[config.mk]
export PLATFORM = sky130hd
export DESIGN_NAME = pe_flit_injector
export DESIGN_NICKNAME = d
export VERILOG_FILES = /design/src/rtl/pe_flit_injector.sv
export SDC_FILE = /design/constraint.sdc
export NUM_CORES = 1
export LEC_CHECK = 0
export BUFFER_PORTS_ARGS = -buffer_cell sky130_fd_sc_hd__buf_2
export CAP_MARGIN = 20
export CORE_ASPECT_RATIO = 1.2
export CORE_MARGIN = 5
export CORE_UTILIZATION = 60
export CTS_CLUSTER_SIZE = 20
export DETAILED_ROUTE_END_ITERATION = 8
export HOLD_SLACK_MARGIN = 0.12
export PLACE_DENSITY = 0.89
export RECOVER_POWER = 50
export SKIP_LAST_GASP = 1
export SYNTH_ARGS = -nofsm -noshare
export SYNTH_HDL_FRONTEND = slang
export SYNTH_SLANG_ARGS = --single-unit
[constraint.sdc]
create_clock -name clk -period 9.5 [get_ports clk]
set_input_delay 1.425 -clock clk [delete_from_list [all_inputs] [get_ports clk]]
set_output_delay 1.425 -clock clk [all_outputs]
set_load 0.02 [all_outputs]
[src/rtl/pe_flit_injector.sv]
// PE-side flit transmitter: payload FIFO plus head/body/tail packetiser released under grant.
// Optional build macro INJ_TIMEOUT_EN adds a head-grant watchdog that drops the packet.
module pe_flit_injector #(
    parameter logic [3:0] ADDRESS     = 4'b1111,
    parameter int         DEPTH       = 16,
    parameter int         PTR_W       = 4,
    parameter int         TIMEOUT_CYC = 64
) (
    input  logic             clk,
    input  logic             reset,
    input  logic             enable,
    input  logic             wr_en,
    input  logic [29:0]      wr_data,
    output logic             fifo_full,
    output logic [PTR_W:0]   fifo_count,
    output logic             overflow,
    input  logic             cmd_valid,
    input  logic [3:0]       cmd_dest,
    input  logic [5:0]       cmd_len,
    output logic             cmd_ready,
    output logic [31:0]      flit_out,
    output logic [2:0]       gate_out,
    output logic [3:0]       source_out,
    output logic [1:0]       handshake_check,
    input  logic             grant,
    output logic             pkt_done,
    output logic             error
);

    localparam logic [1:0] S_IDLE     = 2'd0;
    localparam logic [1:0] S_HEAD     = 2'd1;
    localparam logic [1:0] S_BODY     = 2'd2;
    localparam logic [1:0] S_WAIT_END = 2'd3;

    localparam logic [1:0] T_HEAD   = 2'b00;
    localparam logic [1:0] T_BODY   = 2'b01;
    localparam logic [1:0] T_TAIL   = 2'b10;
    localparam logic [1:0] T_SINGLE = 2'b11;

    localparam logic [1:0] HS_IDLE = 2'b00;
    localparam logic [1:0] HS_FLIT = 2'b01;
    localparam logic [1:0] HS_LAST = 2'b10;

    localparam logic [2:0] GATE_PE = 3'd4;
    localparam int         CW      = (PTR_W + 1 > 6) ? PTR_W + 1 : 6;

    logic [29:0]      mem [DEPTH];
    logic [PTR_W-1:0] wr_ptr, rd_ptr;
    logic [PTR_W:0]   count;
    logic [1:0]       state;
    logic [5:0]       remaining;
    logic             push, pop, accept, disc_active;
    logic [29:0]      head_word;

    assign head_word  = mem[rd_ptr];
    assign fifo_count = count;
    // DEPTH is a power of two, so the count MSB alone marks full
    assign fifo_full  = count[PTR_W];
    assign cmd_ready  = (state == S_IDLE) && !disc_active && (CW'(count) >= CW'(cmd_len));
    assign accept     = enable && cmd_valid && cmd_ready;

`ifdef INJ_TIMEOUT_EN
    localparam int TO_W = $clog2(TIMEOUT_CYC + 1);
    logic [TO_W-1:0] to_cnt;
    logic [5:0]      disc_cnt;
    logic            error_q;
    assign disc_active = (disc_cnt != 6'd0);
    assign error       = error_q;
`else
    assign disc_active = 1'b0;
    assign error       = 1'b0;
`endif

    always_comb begin
        pop = 1'b0;
        if (enable && count != '0) begin
            case (state)
                S_IDLE:  pop = disc_active;
                S_HEAD:  pop = grant && (remaining != 6'd0);
                S_BODY:  pop = grant && (remaining != 6'd1);
                default: pop = 1'b0;
            endcase
        end
    end

    // A pop in the same edge frees a slot, so a full FIFO still takes the push
    assign push = enable && wr_en && (!fifo_full || pop);

    always_ff @(posedge clk) begin
        if (push)
            mem[wr_ptr] <= wr_data;
    end

    always_ff @(posedge clk or negedge reset) begin
        if (!reset) begin
            wr_ptr   <= '0;
            rd_ptr   <= '0;
            count    <= '0;
            overflow <= 1'b0;
        end else if (enable) begin
            if (push)
                wr_ptr <= wr_ptr + 1'b1;
            if (pop)
                rd_ptr <= rd_ptr + 1'b1;
            case ({push, pop})
                2'b10:   count <= count + 1'b1;
                2'b01:   count <= count - 1'b1;
                default: count <= count;
            endcase
            if (wr_en && fifo_full && !pop)
                overflow <= 1'b1;
        end
    end

    always_ff @(posedge clk or negedge reset) begin
        if (!reset) begin
            state           <= S_IDLE;
            remaining       <= '0;
            flit_out        <= '0;
            gate_out        <= '0;
            source_out      <= '0;
            handshake_check <= HS_IDLE;
            pkt_done        <= 1'b0;
`ifdef INJ_TIMEOUT_EN
            to_cnt          <= '0;
            disc_cnt        <= '0;
            error_q         <= 1'b0;
`endif
        end else if (enable) begin
            pkt_done <= 1'b0;
`ifdef INJ_TIMEOUT_EN
            error_q  <= 1'b0;
`endif
            case (state)
                S_IDLE: begin
                    if (accept) begin
                        remaining       <= cmd_len;
                        flit_out        <= {(cmd_len == 6'd0) ? T_SINGLE : T_HEAD,
                                            cmd_dest, ADDRESS, cmd_len, 16'h0000};
                        gate_out        <= GATE_PE;
                        source_out      <= ADDRESS;
                        handshake_check <= (cmd_len == 6'd0) ? HS_LAST : HS_FLIT;
                        state           <= S_HEAD;
`ifdef INJ_TIMEOUT_EN
                        to_cnt          <= '0;
                    end else if (disc_active) begin
                        disc_cnt        <= disc_cnt - 1'b1;
`endif
                    end
                end
                S_HEAD: begin
                    if (grant) begin
                        if (remaining == 6'd0) begin
                            pkt_done        <= 1'b1;
                            flit_out        <= '0;
                            gate_out        <= '0;
                            source_out      <= '0;
                            handshake_check <= HS_IDLE;
                            state           <= S_IDLE;
                        end else begin
                            flit_out        <= {(remaining > 6'd1) ? T_BODY : T_TAIL, head_word};
                            handshake_check <= (remaining > 6'd1) ? HS_FLIT : HS_LAST;
                            state           <= S_BODY;
                        end
`ifdef INJ_TIMEOUT_EN
                    end else if (to_cnt == TO_W'(TIMEOUT_CYC - 1)) begin
                        // Head withdrawn; its reserved payload is drained from IDLE
                        error_q         <= 1'b1;
                        disc_cnt        <= remaining;
                        flit_out        <= '0;
                        gate_out        <= '0;
                        source_out      <= '0;
                        handshake_check <= HS_IDLE;
                        state           <= S_IDLE;
                    end else begin
                        to_cnt          <= to_cnt + 1'b1;
`endif
                    end
                end
                S_BODY: begin
                    if (grant) begin
                        if (remaining == 6'd1) begin
                            pkt_done        <= 1'b1;
                            flit_out        <= '0;
                            gate_out        <= '0;
                            source_out      <= '0;
                            handshake_check <= HS_IDLE;
                            state           <= S_IDLE;
                        end else begin
                            remaining       <= remaining - 1'b1;
                            flit_out        <= {(remaining > 6'd2) ? T_BODY : T_TAIL, head_word};
                            handshake_check <= (remaining > 6'd2) ? HS_FLIT : HS_LAST;
                        end
                    end
                end
                S_WAIT_END: begin
                    state           <= S_IDLE;
                    flit_out        <= '0;
                    gate_out        <= '0;
                    source_out      <= '0;
                    handshake_check <= HS_IDLE;
                end
                default: state <= S_IDLE;
            endcase
        end
    end

endmodule

==> results.md <==
- Status: finished, violations left
- Violated checks: capacitance limit, slew limit
- Initial antenna violation count: 3
- Setup Skew: about 0.015 ns
- Mapped cell area: roughly 21000 um^2
- Die area: between 30000 and 40000 um^2
- Sequential fraction of the synthesis area: approximately 75%
- WS Path Type: input pin to asynchronous set/reset pin
- WHS: between 0.4 and 0.5 ns
- Clock-pin slew on the worst setup and hold paths: 0.07 ns
- Crit-path max cell delay: 2.51 ns
- CP max stage cell: clkbuf_1
- XOR/XNOR Fraction of Synth Area: less than 1%
- Grt ovf: 0
- Worst endpoint required time: ~9 ns
- Number of flops mapped to enable cells by yosys: 480
- FMAX: around 0.21 GHz
- Setup Buffers After CTS: 0
- Largest net degree at the start of global routing: a little under 70
- Routed Wire Length: 48900 um
- Fillcell total: between 2000 and 2500
- Slew Limit Fails: 58
- Worst min-delay path class: flip-flop to flip-flop
- Sink Count: around 540
- Initial DRC Count: between 1000 and 1500
- Htree depth: 2
- Setup-failing EPs final: 0
- CP top delay family: buffers and inverters
- Synth top area share: between 60% and 70%
- Worst Slack Setup Final: between 4 and 5 ns
- Root Driver: clkbuf_16
- Nets: 1181
- #FFs+latches synth: 537
- Synth Area in Simple Gates: approximately 2.8%
- Buf+Inv Stages, Crit Path: 2
- Area of the multi-input gates: 4960 um^2
- First-pass GRT wire length: 73300 um
- Final ANT Viol Nets: 0
- Period utilization: between 40% and 50%
- Post-Layout Cell Count: around 1600
- Initial Util: 60.6%
- Startpoint types: input pin
- Mapped Cells: approximately 1000
- Area grow syn2layout: 10.5%
- Largest family of logic cells by synthesized area: multiplexers
- Core Box Area: 34900 um^2
- Dpl cell area: ~22000 um^2
- Worst EP arrival: 4.04 ns
- TritonRoute pass-1 iters: 8
- Netlist cell types: 50
- Slew headroom: -140%
- PortBufs: between 90 and 100
- Share of cells above drive strength 1: approximately a quarter
- Post-place setup slack: about 4.6 ns
- Max Root-Sink Buffers: 3
- Hold Vio Cnt, Final: 0
- Crit-path max FO: 57
- Final HPWL DP: between 20000 and 30000 um
- Post-route core utilization: approximately two thirds
- Ys flop type: edfxtp_1
- Final min period: approximately 4.7 ns
- Die W: ~180 um
- CTS tree: built
- Syn_area_per_cell: ~21 um^2
- Power Density: about 280 nW/um^2
- Worst slew pin tran: about 3.6 ns
- Cts bufs inserted: 48
- Synth warn: 0
- Via/cell ratio: 6.67
- Final Power: ~6.7 mW
- Max-cap violations: 1
- Post_cts resized: 0
- RSZ-0062 raised after global routing: false
- GPL Wtd Cong: a little under 0.9
- Post-Layout Inst Area: between 20000 and 25000 um^2
- Remaining DRCs: 0
- Pleak: 7.68 nW
- Area leader, netlist: edfxtp_1
- Register area: between 15000 and 20000 um^2
- Area contributors post-synth: edfxtp_1 68%, mux4_2 14%, dfrtp_1 6.7%
- Overall Global Routing Usage: 25.2%
- Wire per inst: about 30 um
- Synth Area in Compound Gates: under 10%
- Worst setup EP type: asynchronous set/reset pin
- Post-synth ARST share: 10.6%
- Vias in the first global route: 11300
- # rows: between 70 and 80
- Post-Synth Adder-Cell Area: under 10%
- Maximum vdd drop: 0.165 mV
- Hold Buf Count CTS: 0
- Mux contribution to synthesized area: 14.9%
- IO Pins: 97
- Clk_lat worst skew: approximately 0.56 ns
- Die H: approximately 220 um
- Placed Cells: between 1500 and 2000
- Vias: between 10000 and 15000
- CP Cell Sequence: buf_2, clkbuf_1
- Fin Setup TNS: 0 ns
## sequential cells by signal, summed over array words and instances (netlist names)
register	count
fifo_count	5
rd_ptr	4
remaining	6
overflow	1
state	2
handshake_check	1
mem	480
wr_ptr	4
source_out	1
flit_out	32
pkt_done	1
## area by class of cell
class | instances | share of cell area, %
sequential | 537 | 67.8
multi-input combinational | 407 | 21.2
clock buffer | 57 | 5.37
tap | 462 | 2.47
timing repair buffer | 103 | 2.19
clock inverter | 31 | 0.653
inverter | 16 | 0.257
antenna | 3 | 0.0321
## final timing paths
check	startpoint	end	slack (ns)	cells past startpoint
worst min-delay path	overflow$_DFFE_PN0P_	overflow$_DFFE_PN0P_	0.50	1
max in group clk	state[0]$_DFFE_PN0P_	fifo_count[4]$_DFFE_PN0P_	5.25	15
min in group asynchronous	reset	fifo_count[0]$_DFFE_PN0P_	2.19	2
worst max-delay path	reset	rd_ptr[2]$_DFFE_PN0P_	4.80	2
worst max register to register	state[0]$_DFFE_PN0P_	fifo_count[4]$_DFFE_PN0P_	5.25	15
worst min register to register	overflow$_DFFE_PN0P_	overflow$_DFFE_PN0P_	0.50	1
## power by group
part / total (mW) / internal [mW] / switching, mW
Sequential: 2.97 / 2.76 / 0.214
Clock: 1.79 / 0.945 / 0.841
Combinational: 1.89 / 0.866 / 1.03
Total: 6.65 / 4.57 / 2.08
## routing by layer
metal  vias to the layer above  GRT usage (%)  part of all wire, %
met2                       681           44.3                   53
met3                       122           4.29                  8.6
met4                         0           7.33                  3.1
met5                         -              0                    0
met1                      5586           33.1                   35
li1                       4395              -                    -
## synth_stat cells (all sizes together) (10+ instances only)
master  instances
clkbuf         19
edfxtp        480
a22oi          25
nor2           33
a221oi         10
xnor2          10
and3           16
a22o           17
mux4          136
dfrtp          57
a21oi          11
nand2          32
buf            42
o21ai          11
inv            16
ha             22
## placed cells by master (no fill, tap or decap), types with 16 or more instances in the layout
cell type,Yosys,routed
and3_2,0,16
mux4_2,136,136
dfrtp_1,57,54
a22o_1,17,17
buf_2,16,41
nor2_1,33,33
a22oi_1,25,25
inv_1,16,16
clkbuf_16,0,49
clkbuf_1,19,61
ha_1,22,22
edfxtp_1,480,480
nand2_1,32,32
## kinds of logic after synthesis
kind of cell               after synthesis
muxes                                  144
buffers and inverters                   77
DFF                                    537
other                                    1
and+or+nand+nor                        119
xor gates and xnor gates                13
AOI/OAI and AO/OA                      106
adders and majority gates               22
No activity file was read; power rests on OpenSTA's default activity.
